[src/rtl/part2_pkg.sv]
// Shared types and constants for the part2 receive path.
// The frame is four 16-bit words: zero, {0,A}, {0,B}, A+B.
package part2_pkg;

  typedef enum logic {
    HUNT   = 1'b0,
    LOCKED = 1'b1
  } state_e;

  localparam int FRAME_LEN = 4;
  localparam int SLOT_W    = $clog2(FRAME_LEN);

  localparam logic [SLOT_W-1:0] SLOT_ZERO = 2'd0;
  localparam logic [SLOT_W-1:0] SLOT_A    = 2'd1;
  localparam logic [SLOT_W-1:0] SLOT_B    = 2'd2;
  localparam logic [SLOT_W-1:0] SLOT_SUM  = 2'd3;

  localparam int BYTE_W = 8;
  localparam int SUM_W  = 9;
  localparam int WORD_W = 16;

endpackage

[src/rtl/part2_frame_check.sv]
// Combinational judge of one candidate frame.
// It also extracts A, B and the recomputed sum.
module part2_frame_check
  import part2_pkg::*;
(
  input  logic [WORD_W-1:0] frame [FRAME_LEN],
  output logic              good,
  output logic [BYTE_W-1:0] a,
  output logic [BYTE_W-1:0] b,
  output logic [SUM_W-1:0]  sum
);

  always_comb begin
    a   = frame[SLOT_A][BYTE_W-1:0];
    b   = frame[SLOT_B][BYTE_W-1:0];
    // The sum is kept at nine bits, so a carry out of A+B is part of the match.
    sum = {1'b0, a} + {1'b0, b};
    good = (frame[SLOT_ZERO] == '0)
        && (frame[SLOT_A][WORD_W-1:BYTE_W] == '0)
        && (frame[SLOT_B][WORD_W-1:BYTE_W] == '0)
        && (frame[SLOT_SUM] == {{(WORD_W-SUM_W){1'b0}}, sum});
  end

endmodule

[src/rtl/part2_rx.sv]
// Frame-aligning receiver for the part2 word stream.
// It hunts for a consistent 4-word frame, then tracks slots and tolerates MISS_LIMIT-1 bad frames.
module part2_rx
  import part2_pkg::*;
#(
  parameter int MISS_LIMIT = 2,
  parameter int ERR_W      = 8
) (
  input  logic              Clock,
  input  logic              Resetn,
  input  logic [WORD_W-1:0] data_in,
  output logic [BYTE_W-1:0] A_out,
  output logic [BYTE_W-1:0] B_out,
  output logic [SUM_W-1:0]  Sum_out,
  output logic              frame_valid,
  output logic              locked,
  output logic [ERR_W-1:0]  err_count
);

  localparam int MISS_W = 4;

  state_e              state_q, state_d;
  logic [SLOT_W-1:0]   slot_q, slot_d;
  logic [MISS_W-1:0]   miss_q, miss_d;
  logic [MISS_W-1:0]   miss_inc;
  logic [ERR_W-1:0]    err_q, err_d;
  logic [BYTE_W-1:0]   a_q, a_d, b_q, b_d;
  logic [SUM_W-1:0]    sum_q, sum_d;
  logic                fv_q, fv_d;
  logic                locked_q, locked_d;
  logic [WORD_W-1:0]   win_q [FRAME_LEN-1];
  logic [WORD_W-1:0]   win_d [FRAME_LEN-1];

  logic [WORD_W-1:0]   frame [FRAME_LEN];
  logic                good;
  logic [BYTE_W-1:0]   chk_a, chk_b;
  logic [SUM_W-1:0]    chk_sum;

  // Three stored words plus the live input form the candidate frame.
  for (genvar gi = 0; gi < FRAME_LEN - 1; gi++) begin : g_frame
    assign frame[gi] = win_q[gi];
  end
  assign frame[SLOT_SUM] = data_in;

  part2_frame_check u_check (
    .frame (frame),
    .good  (good),
    .a     (chk_a),
    .b     (chk_b),
    .sum   (chk_sum)
  );

  assign miss_inc = miss_q + MISS_W'(1);

  always_comb begin
    state_d = state_q;
    slot_d  = slot_q;
    miss_d  = miss_q;
    err_d   = err_q;
    a_d     = a_q;
    b_d     = b_q;
    sum_d   = sum_q;
    fv_d    = 1'b0;
    win_d[0] = win_q[1];
    win_d[1] = win_q[2];
    win_d[2] = data_in;

    case (state_q)
      HUNT: begin
        slot_d = SLOT_ZERO;
        if (good) begin
          state_d = LOCKED;
          a_d     = chk_a;
          b_d     = chk_b;
          sum_d   = chk_sum;
          fv_d    = 1'b1;
          miss_d  = '0;
        end
      end
      LOCKED: begin
        slot_d = slot_q + SLOT_W'(1);
        if (slot_q == SLOT_SUM) begin
          if (good) begin
            a_d    = chk_a;
            b_d    = chk_b;
            sum_d  = chk_sum;
            fv_d   = 1'b1;
            miss_d = '0;
          end else begin
            if (err_q != '1) begin
              err_d = err_q + ERR_W'(1);
            end
            if (miss_inc == MISS_W'(MISS_LIMIT)) begin
              state_d = HUNT;
              slot_d  = SLOT_ZERO;
              miss_d  = '0;
            end else begin
              miss_d = miss_inc;
            end
          end
        end
      end
      default: state_d = HUNT;
    endcase

    locked_d = (state_d == LOCKED);
  end

  always_ff @(posedge Clock) begin
    if (!Resetn) begin
      state_q  <= HUNT;
      slot_q   <= SLOT_ZERO;
      miss_q   <= '0;
      err_q    <= '0;
      a_q      <= '0;
      b_q      <= '0;
      sum_q    <= '0;
      fv_q     <= 1'b0;
      locked_q <= 1'b0;
      for (int i = 0; i < FRAME_LEN - 1; i++) begin
        win_q[i] <= '0;
      end
    end else begin
      state_q  <= state_d;
      slot_q   <= slot_d;
      miss_q   <= miss_d;
      err_q    <= err_d;
      a_q      <= a_d;
      b_q      <= b_d;
      sum_q    <= sum_d;
      fv_q     <= fv_d;
      locked_q <= locked_d;
      for (int i = 0; i < FRAME_LEN - 1; i++) begin
        win_q[i] <= win_d[i];
      end
    end
  end

  assign A_out       = a_q;
  assign B_out       = b_q;
  assign Sum_out     = sum_q;
  assign frame_valid = fv_q;
  assign locked      = locked_q;
  assign err_count   = err_q;

endmodule

[config.mk]
export PLATFORM = sky130hd
export DESIGN_NAME = part2_rx
export DESIGN_NICKNAME = d
export VERILOG_FILES = /design/src/rtl/part2_pkg.sv /design/src/rtl/part2_frame_check.sv /design/src/rtl/part2_rx.sv
export SDC_FILE = /design/constraint.sdc
export NUM_CORES = 1
export LEC_CHECK = 0
export BUFFER_PORTS_ARGS = -buffer_cell sky130_fd_sc_hd__buf_2
export CAP_MARGIN = 20
export CORE_MARGIN = 2
export CORE_UTILIZATION = 25
export DETAILED_ROUTE_END_ITERATION = 10
export PLACE_DENSITY_LB_ADDON = 0.25
export REMOVE_ABC_BUFFERS = 1
export SYNTH_ARGS = -nofsm -noshare
export SYNTH_HDL_FRONTEND = slang
export SYNTH_SLANG_ARGS = --single-unit
[constraint.sdc]
create_clock -name Clock -period 4.9 [get_ports Clock]
set_clock_uncertainty 0.15 [all_clocks]
set_input_delay 0.245 -clock Clock [delete_from_list [all_inputs] [get_ports Clock]]
set_output_delay 0.245 -clock Clock [all_outputs]
set_load 0.03 [all_outputs]
Word level (Yosys, flattened, before mapping) --
Memories as Yosys holds them, arrays and structs flattened. Index checks and enable logic that the tools add are counted. Widths: inputs -> output; s select.
Word-level totals: bits in registers 41, bits in latches 0, bits in writable memories 48, ROM bits 0, input port bits 18, output and inout bits 35, word-level logic and storage cells 62, memories 1
Cells by class: add/subtract/negate cells 4, $mul 0, divide/modulo/power cells 0, $lt $le $gt $ge 0, eq/ne operators 6, shift operators 0, mux-type cells 30, bitwise gates (word level) 5, reductions and logical operators 8
Memory list:
- win_q | depth 3, bits a word 16, rd ports 3, clocked after memory_dff 0, write ports 3, RTL line part2_rx.sv:31 | logic [WORD_W-1:0] win_q [FRAME_LEN-1];
Operators with widths (count):
- $mux 16 | 3
- $mux 8 | 4
- $pmux 8 s2 | 2
- $mux 9 | 2
- $pmux 9 s2 | 1
- $eq 16x9->1 | 1
- $logic_not 16->1 | 1
- $logic_not 8->1 | 2
- $mux 4 | 4
- $add 8x8->9 | 1
- $add 8x1->8 const B | 1
- $ne 8x8->1 const B | 1
- $pmux 4 s2 | 1
- $mux 1 | 7
- $mux 2 | 3
- $add 4x1->4 const B | 1
- $eq 4x2->1 const B | 1
- $pmux 1 s2 | 2
- $pmux 2 s2 | 1
- $reduce_and 4->1 | 1
- $logic_and 1x1->1 | 3
- $or 1x1->1 | 3
- $add 2x1->2 const B | 1
- $eq 2x2->1 const B | 1
- 4 further kinds | 5

Longest topological paths before layout --
Gate-level depths: netlist (run 1).
word-level depth 7, depth in mapped cells 11, depth with buffers taken out 10

Cells and area by module --
Synthesis (run 1) repeated with hierarchy kept, for this count alone.
Unflattened totals: cells, all modules 393, area, all modules 3624.7 um2
By module, submodules not included:
- part2_rx | instances 1, cells an instance 298, area an instance 2912.8 um2, sequential area each 1781.7 um2
- part2_frame_check | instances 1, cells an instance 95, area an instance 711.9 um2, sequential area each 0.0 um2

Worst setup path after synthesis (run 1) --
No wires, ideal clock.
kind register to register, start mem win_q[1][0] (netlist: win_q[0][16]), end reg sum_q[3] (netlist: Sum_out[3]), library setup time 136 ps, data arrival time 2601 ps, data required time 4614 ps, slack 2013 ps, cell stages (with the launch flop) 12, path buffers 1, clock period less this slack 2887 ps, cells stage by stage dfxtp_1 -> ha_1 -> fa_1 -> a211o_1 -> o211ai_1 -> mux2i_1 -> o221ai_1 -> nor4_4 -> nand3_4 -> buf_2 -> nand3_1 -> o41ai_2
RTL lines:
- from (decl) | RTL line part2_rx.sv:31
- to (signal assigned) | RTL line part2_rx.sv:130 | sum_q <= sum_d;
- to (decl) | RTL line part2_rx.sv:28 | logic [SUM_W-1:0] sum_q, sum_d;

Worst setup path in the final report (run 1) --
start in data_in[13], end reg sum_q[1] (netlist: Sum_out[1])
Between the ends: longest elaborated chain between the ends 5
Ends and longest elaborated chain:
- from (decl) | RTL line part2_rx.sv:11 | input logic [WORD_W-1:0] data_in,
- $eq 16x9->1 * | RTL line part2_frame_check.sv:21 | && (frame[SLOT_SUM] == {{(WORD_W-SUM_W){1'b0}}, sum});
- $logic_and 1x1->1 * | RTL line part2_frame_check.sv:21
- $mux 9 *
- $mux 9
- $pmux 9 s2 *
Mark *: on every way between the ends. The rest lies on a longest branch, timed or not. The select of a mux whose other input is x is not followed. A chain may end at the register's enable or synchronous reset.

==> results of run 1 <==
timing repair:
action / 4_1_cts / 5_1_grt
hold endpoints to repair: 7 / 0
hold buffers: 7 / 0
setup buffers: 0 / 0
synth_stat cells (all sizes together), types with 2 or more instances:
| master | count |
|---|---|
| dfxtp | 89 |
| o211ai | 2 |
| nand2b | 5 |
| a21oi | 11 |
| nand2 | 40 |
| ha | 12 |
| xor2 | 6 |
| nor3 | 8 |
| nor2 | 15 |
| buf | 13 |
| clkbuf | 10 |
| and2 | 34 |
| mux2i | 6 |
| nand4 | 7 |
| a31oi | 2 |
| a2111oi | 3 |
| o31ai | 4 |
| a211oi | 4 |
| xnor2 | 9 |
| inv | 21 |
| a21o | 6 |
| and3 | 6 |
| nor4 | 10 |
| o21ai | 22 |
| or3 | 4 |
| nand3 | 31 |
worst max-delay path, cell delays in order:
cell           delay [ns]
dlygate4sd3_1        0.54
buf_2                0.13
nor4_1               0.55
nand4_1              0.22
a2111oi_2            0.40
nand4_1              0.20
nor4_4               0.46
nand3_4              0.51
nand3_1              0.26
o21ai_1              0.11
stage by stage:
stage,setup WS (ns),cells
CTS,1.24,632
detailed placement,1.40,610
finish,1.28,632
floorplan,1.77,373
global placement,1.47,610
global route,1.03,632
registers in the layout (all words and copies together) (netlist names):
signal and flops:
A_out 8, frame_valid 1, err_count 8, B_out 8, locked 1, win_q 48, miss_q 4, Sum_out 9
slot_q 2
power by group:
part	internal [W]	leakage (nW)	switching, W
sequential	0.000739	0.725	0.00000737
clock	0.000345	0.126	0.000287
combinational	0.0000437	1.14	0.0000638
total	0.00113	1.99	0.000359
worst max path at each step:
stage                       from         end  slack [ns]  depth (start not counted)
global route        win_q[0][16]   miss_q[2]        1.03                         10
finish               data_in[13]  Sum_out[1]        1.28                         10
floorplan           win_q[0][16]  Sum_out[3]        1.77                          9
global placement    win_q[0][16]  Sum_out[3]        1.47                          9
detailed placement  win_q[0][16]  Sum_out[3]        1.40                          9
CTS                  data_in[13]  Sum_out[3]        1.24                          9
cell usage in the layout, fill, tap and decap left out, types with 2 or more instances in the layout:
cell,n
nand4_1,7
nor2_1,15
clkinvlp_4,2
nand2_1,39
dfxtp_1,89
xnor2_1,8
nand3_1,30
a21oi_1,11
clkbuf_16,9
o31ai_2,3
dlygate4sd3_1,7
o211ai_1,2
nor3_1,8
and3_1,6
ha_1,12
o21ai_1,21
and2_1,34
or3_1,4
a2111oi_0,2
inv_6,2
a21o_1,6
a31oi_1,2
xor2_1,6
buf_2,52
a211oi_1,3
nand2b_1,5
mux2i_1,6
nor4_1,9
inv_1,21
cell type report:
type                    instances  area, um^2  share of cell area (%)
flip-flops and latches         89        1780                    40.5
multi-input cells             263        1700                    38.7
repair buffers                 60         338                    7.67
well taps                     184         230                    5.23
clock buffers                  10         229                    5.20
inverters                      21        78.8                    1.79
clock inverters                 5        41.3                   0.938
per-layer routing:
| layer | track usage [%] | part of all wire (%) |
|---|---|---|
| met3 | 2.61 | 4.7 |
| met1 | 14.8 | 49 |
| met5 | 0 | 0 |
| met2 | 16.7 | 45 |
| met4 | 4.58 | 1.6 |
logic make-up after synthesis:
kind of cell / Yosys count / share of synthesized area, %
adder cells (fa/ha/maj): 13 / 4.64
buffers and inverters: 44 / 5.01
XOR/XNOR: 15 / 3.79
multiplexers: 6 / 1.64
flip-flops: 89 / 48.6
AND/OR/NAND/NOR: 165 / 24.2
AO/OA/AOI/OAI: 64 / 12.1
==> impl_metrics.toml, run 1 <==
[status]
status = "completed"

[yosys]
seq_area_frac_synth_pct = 48.6
synthTopCellsByArea = "dfxtp_1, and2_1, ha_1"
synth-async-reset-ratio_pct = 0
synth_edf_count = 0
synth_top_area_share_pct = 48.6
syn_avg_cell_area_um2 = 9.26
yosysTopAreaCell = "dfxtp_1"
ys_warn_count = 0
ys_types = 52
ys_seq_elements = 89
syn_area_mm2 = 0.00367
syn_inst = 396
synthFlopType = "dfxtp_1"

[setup_path]
path_max_fanout = 53
critPathRequiredTime_ns = 4.95
start_kind = "input pin"
worst_r2r_path_depth = 10
critPathKind = "in2reg"
worstReg2RegEnd = "miss_q[2]"
cp-end-kind = "register"
r2r_slack_ns = 1.37
crit_arrival_ns = 3.66
reg2reg_from = "win_q[0][16]"

[timing]
grt_setup_unrepaired = "false"
slew_violations = 0
fin_crit_ns = 3.62
setup_viol = 0
tns_ns = 0
hold_slack_ns = 0.00162
finalCritPeriodShare_pct = 73.8
hold_viol_final = 0
relSlewSlack_pct = 55.6
fmax_ghz = 0.277
worstMarginPinSlew_ns = 0.666

[die]
die_x_um = 125
start_util_pct = 25.4
num_rows = 44
die_area_mm2 = 0.0157
fp.coreArea_mm2 = 0.0144
io_pins = 53
die_h_um = 125

[drt]
vias = 2813
drt-wirelength-per-cell_um = 13.3
drt-initial-drc-count = 152
via_per_inst = 4.45
firstDrtPassIters = 4
drt-total-wl_mm = 8.39
route.detailed.drc = 0
antenna_left = 0

[pwr]
power_w = 0.00149
p_leak_nw = 1.99
p_per_area_mw_per_mm2 = 338
ir_worst_vdd_mv = 0.138

[clock_network]
cts-buffers-inserted = 9
clockBufferDepth = 2
htree_levels = 3
post_cts_resized = 0
cts_root_buffer = "clkbuf_16"
clkSinkCount = 89
clock_latency_ns = 0.34
cts_tree = "yes"
clk_pin_slew_ns = 0.06

[global_route]
grt_antenna_before_repair = 0
grt_pass1_wl_mm = 13.9
grt_max_degree = 56
grt_pass1_vias = 2773
grt_overflow = 0
grt.total_usage_pct = 10.9

[placement]
dp_hpwl_mm = 6.06
port_buffers = 52
dpl_cell_area_mm2 = 0.00406
place_congestion = 0.831

[layout]
final_nets = 475
n_antenna_cell = 0
drive_above_1_share_pct = 17.6
num-fill-cells = 1547
postLayoutCoreUtil_pct = 30.5
finalInstanceArea_mm2 = 0.00440
syn_to_final_growth_pct = 20.0

[min_path]
worstHoldStart = "data_in[5]"
whs_endpoint = "win_q[0][37]"
hold_path_class = "in2reg"
worstHoldPathCells = 2

[flow_run]
max_cap_violations = 0
(Power assumes the default switching activity.)
==> run 2, diff against run 1 <==
==> constraint.sdc (replaced) <==
create_clock -name Clock -period 3.05 [get_ports Clock]
set_clock_uncertainty 0.15 [all_clocks]
set_input_delay 0.1525 -clock Clock [delete_from_list [all_inputs] [get_ports Clock]]
set_output_delay 0.1525 -clock Clock [all_outputs]
set_load 0.03 [all_outputs]
==> run 2 against run 1 <==
  * Die area did not move
  * Cell count rose by 4.1%
  * Clock power rose by 85%
  * Largest cell class is now multi-input gates
==> impl_metrics.toml, run 2 (synthesis gave the netlist of run 1 again) <==
[placement]
port_buffers = 52
dp_slack_ns = -0.0273
place_inst = 621
dp_hpwl_mm = 6.03
place_congestion = 0.855

[setup_path]
critPathKind = "reg2reg"
start_kind = "register"
r2r_slack_ns = 0.08
crit_arrival_ns = 3.05
reg2reg_from = "win_q[0][16]"
cp-end-kind = "register"
worstReg2RegEnd = "miss_q[1]"
critPathRequiredTime_ns = 3.13
path_max_fanout = 8
worst_r2r_path_depth = 12

[timing]
fin_crit_ns = 2.97
setup_slack_ns = 0.0790
hold_viol_final = 0
slew_violations = 0
relSlewSlack_pct = 53.3
hold_slack_ns = 0.0153
finalCritPeriodShare_pct = 97.4
setup_viol = 0
fmax_ghz = 0.337
worstMarginPinSlew_ns = 0.700
grt_setup_unrepaired = "true"

[drt]
drt-wirelength-per-cell_um = 13.2
via_per_inst = 4.42
drt-total-wl_mm = 8.67
drt-initial-drc-count = 187
antenna_left = 0
firstDrtPassIters = 4
vias = 2910
route.detailed.drc = 0

[layout]
syn_to_final_growth_pct = 30.5
layout.cells.non_filler = 658
drive_above_1_share_pct = 24.3
final_nets = 500
final_common_cell = "dfxtp_1"
n_antenna_cell = 0
largest_reg_flops = 48
top_register = "win_q"
mostFrequentLayoutCells = "dfxtp_1, buf_2, nand2_1"

[clock_network]
clockBufferDepth = 2
htree_levels = 3
clk_pin_slew_ns = 0.07
clock_latency_ns = 0.34
cts_tree = "yes"
clkSinkCount = 89
cts-buffers-inserted = 9
cts_root_buffer = "clkbuf_16"

[pwr]
ir_worst_vdd_mv = 0.243
power_w = 0.00257
p_per_area_mw_per_mm2 = 537
p_leak_nw = 2.17

[global_route]
grt_max_degree = 80
grt_overflow = 0
grt_pass1_wl_mm = 13.7
grt_pass1_vias = 2744
grt.total_usage_pct = 10.9
grt_antenna_before_repair = 0

[die]
fp.coreArea_mm2 = 0.0144
die_area_mm2 = 0.0157
die_x_um = 125
num_rows = 44
die_h_um = 125
start_util_pct = 25.4
io_pins = 53

[min_path]
whs_endpoint = "win_q[0][38]"
worstHoldPathCells = 2
hold_path_class = "in2reg"
worstHoldStart = "data_in[6]"

[flow_run]
max_cap_violations = 0

[status]
status = "completed"
==> run 2: worst max-delay path by stage <==
stage	from	end	slack, ns	cells past startpoint
2_1_floorplan	win_q[0][16]	Sum_out[3]	-0.08	9
3_3_place_gp	win_q[0][16]	miss_q[1]	-0.007	11
3_5_place_dp	win_q[0][16]	err_count[1]	-0.03	11
4_1_cts	win_q[0][16]	miss_q[1]	0.009	11
5_1_grt	win_q[0][16]	Sum_out[4]	-0.05	12
6_report	win_q[0][16]	miss_q[1]	0.08	12
==> run 2: layout make-up <==
type	instances	area [um^2]
inverter	21	78.8
tap	184	230
sequential	89	1790
timing repair buffer	85	583
clock inverter	6	80.1
fill	1510	9640
clock buffer	10	239
multi-input combinational	263	1790
==> run 2: critical path: stages, from the launching register on <==
cell       delay (ns)
dfxtp_2          0.34
ha_4             0.16
fa_2             0.39
a21o_1           0.22
buf_4            0.14
nand4_1          0.15
a31oi_2          0.13
xor2_1           0.19
nor4_4           0.39
buf_4            0.20
nand2_4          0.09
o2111ai_2        0.20
o21ai_0          0.11
==> run 2: report_power, final <==
part	internal (W)	switching (W)	total (W)	leakage [nW]
registers	0.00119	0.0000132	0.00120	0.726
logic	0.0000899	0.000112	0.000202	1.29
clock network	0.000677	0.000491	0.00117	0.155
total	0.00195	0.000616	0.00257	2.17
==> run 2: repair_timing <==
action / in CTS / in global routing
pin swaps: 3 / 9
gates resized for setup: 3 / 20
hold endpoints to repair: 15 / 0
hold buffers: 15 / 0
cloned: 0 / 1
setup buffers: 0 / 5
setup endpoints to repair: 11 / 36
==> run 2: stage by stage <==
step           area [um^2]  setup TNS [ns]  utilization, %
3_3_place_gp          4160        -0.00904            28.8
3_5_place_dp          4160          -0.102            28.8
6_report              4790               0            33.2
4_1_cts               4640               0            32.2
2_1_floorplan         3560          -0.580               -
5_1_grt               4790          -0.258            33.2
==> run 2: routing by layer <==
metal	vias up	global-route usage (%)	share of wire (%)	wire length, um
li1	1512	-	-	-
met1	1336	14.4	48	4180
met2	52	16.9	47	4030
met3	10	2.82	3.7	319
met4	0	4.51	1.6	136
met5	-	0	0	0
==> run 3, diff against run 2 <==
--- a/config.mk
+++ b/config.mk
@@ -14,4 +14,5 @@
 export REMOVE_ABC_BUFFERS = 1
 export SYNTH_ARGS = -nofsm -noshare
 export SYNTH_HDL_FRONTEND = slang
+export SYNTH_HIERARCHICAL = 1
 export SYNTH_SLANG_ARGS = --single-unit
==> run 3 against run 2 <==
  * Power increased by 2.9%
  * Flip-flop and latch count unchanged
  * Synthesized area decreased by 1.2%
  * Global-route usage rose by 0.39 points
  * Hold slack better by 0.22 ns
  * The flow now finishes with violations (setup timing)
  * Sequential share of layout area about the same
  * Utilization rose by 0.12 points
  * Highest routed layer unchanged
  * Clock-buffer cell count is 1 lower
  * First-iteration DRC count shrank 30%
  * Cell count is 0.30% higher
  * Synthesized cell count down 0.76%
  * Setup slack lost 0.19 ns
==> impl_metrics.toml, run 3 <==
[status]
status = "finished, violations left"
failed_checks = "setup timing"

[setup_path]
path_cells = "ha_4 > fa_2 > xnor2_2 > o21ai_1 > or3_4 > nor4_4 > o211ai_1 > and4b_2 > buf_4 > nor2b_1 > a31o_2 > a21oi_1 > nor2_1"
critPathKind = "reg2reg"
critPathRequiredTime_ns = 3.10
start_kind = "register"
cpPeakStageDelay_ns = 0.57
path_max_fanout = 6
crit_slowest_cell = "fa_2"
cp-end-kind = "register"
crit_arrival_ns = 3.21

[die]
io_pins = 53
die_h_um = 124
die_area_mm2 = 0.0155
num_rows = 44
die_x_um = 124
start_util_pct = 25.2
fp.coreArea_mm2 = 0.0144

[timing]
worstMarginPinSlew_ns = 0.919
hold_viol_final = 0
grt_setup_unrepaired = "true"
slew_violations = 0
setup_slack_ns = -0.115
relSlewSlack_pct = 38.7
finalCritPeriodShare_pct = 104
fin_crit_ns = 3.17
setup_viol = 9
fmax_ghz = 0.316

[pwr]
p_leak_nw = 2.00
ir_worst_vdd_mv = 0.270
p_per_area_mw_per_mm2 = 553

[layout]
final_nets = 502
largest_reg_flops = 48
finalInstanceArea_mm2 = 0.00479
mostFrequentLayoutCells = "dfxtp_1, nand2_1, buf_2"
syn_to_final_growth_pct = 32.1
drive_above_1_share_pct = 25.4
layout.cells.non_filler = 660
n_antenna_cell = 0
final_common_cell = "dfxtp_1"
top_register = "win_q"

[placement]
place_congestion = 0.801
dp_hpwl_mm = 6.01
place_inst = 622
port_buffers = 52
dpl_cell_area_mm2 = 0.00412

[drt]
drt-wirelength-per-cell_um = 12.6
firstDrtPassIters = 4
drt-initial-drc-count = 130
antenna_left = 0
drt-total-wl_mm = 8.34
route.detailed.drc = 0
via_per_inst = 4.32
vias = 2850

[yosys]
synth_top_area_share_pct = 49.2
synth_edf_count = 0
ys_warn_count = 6
synth-async-reset-ratio_pct = 0
seq_area_frac_synth_pct = 49.2
synthTopCellsByArea = "dfxtp_1, and2_1, nand2_1"
syn_area_mm2 = 0.00362
ys_seq_elements = 89
yosysMostFrequentCell = "dfxtp_1"
synthFlopType = "dfxtp_1"
synth_common_cells = "dfxtp_1, nand2_1, and2_1"
syn_inst = 393
yosysTopAreaCell = "dfxtp_1"
syn_avg_cell_area_um2 = 9.22
ys_types = 47

[global_route]
busiest_layer = "met2"
grt_overflow = 0
grt.total_usage_pct = 11.3
grt_antenna_before_repair = 0
grtUsageMet1_pct = 14.5
grt_max_degree = 53
met3_usage_pct = 3.57
grt_pass1_vias = 2833
grtUsageMet2_pct = 17.2
grt_pass1_wl_mm = 13.9

[clock_network]
clk_pin_slew_ns = 0.06
cts-buffers-inserted = 9
clockBufferDepth = 2
cts_tree = "yes"
clock_latency_ns = 0.35
cts_root_buffer = "clkbuf_16"
clkSinkCount = 89
htree_levels = 3

[flow_run]
max_cap_violations = 0

[min_path]
hold_path_class = "in2reg"
==> run 3: path summary, 6_finish.rpt <==
check,start,endpoint,slack (ns),cells past startpoint
max,win_q[0][16],miss_q[2],-0.12,13
min reg2reg,B_out[4],B_out[4],0.30,2
max reg2reg,win_q[0][16],miss_q[2],-0.12,13
min,Resetn,err_count[4],0.23,3
==> run 3: per-layer routing <==
layer,share of wire (%),up-vias
li1,-,1471
met4,2.2,0
met5,0,-
met2,44,56
met1,50,1308
met3,4.4,15
==> run 3: cell type report <==
| cell class | instances | area (um^2) |
|---|---|---|
| repair buffers | 98 | 667 |
| clock inverters | 7 | 118 |
| multi-input cells | 264 | 1730 |
| clock buffers | 9 | 225 |
| flip-flops and latches | 89 | 1780 |
| well taps | 184 | 230 |
| fillers | 1471 | 9580 |
| inverters | 9 | 33.8 |
==> run 3: what timing repair did <==
| item | CTS | global route |
|---|---|---|
| hold buffers | 16 | 0 |
| pin swaps | 15 | 3 |
| gates cloned | 0 | 2 |
| gates resized for setup | 14 | 14 |
| hold endpoints to repair | 16 | 0 |
| setup endpoints to repair | 41 | 41 |
| setup buffers | 3 | 1 |
==> run 3: through the flow <==
step	power (W)	util, %	worst slack [ns]	TNS (ns)	hold slack (ns)
6_report	0.00265	33.3	-0.115	-0.662	0.231
5_1_grt	0.00275	33.3	-0.285	-6.61	0.264
4_1_cts	0.00267	32.7	-0.0765	-0.399	0.229
3_5_place_dp	0.00138	28.6	-0.402	-8.27	0.228
3_3_place_gp	0.00138	28.6	-0.285	-6.17	0.229
2_1_floorplan	0.00131	-	-0.172	-4.83	0.120
==> run 3: where the power goes <==
group	switching, W	internal (W)
clock network	0.000465	0.000801
registers	0.0000132	0.00119
logic	0.0000872	0.0000914
==> run 3: logic make-up (layout without fill, tap and decap cells) <==
logic type	Yosys count	count (layout)	synth area share, %
and+or+nand+nor	160	160	22.6
DFF	89	89	49.2
AOI/OAI and AO/OA	72	72	12.6
buffers and inverters	40	123	6.25
adders and majority gates	13	13	4.69
xor gates and xnor gates	17	17	4.11
muxes	2	2	0.552
==> run 3: worst max-delay path, delay by kind of cell, from the launching register on <==
family,cells,cell delay (ns)
DFF,1,0.33
AOI/OAI and AO/OA,4,0.59
and+or+nand+nor,5,0.97
xor gates and xnor gates,1,0.11
adders and majority gates,2,0.73
buffers and inverters,1,0.13
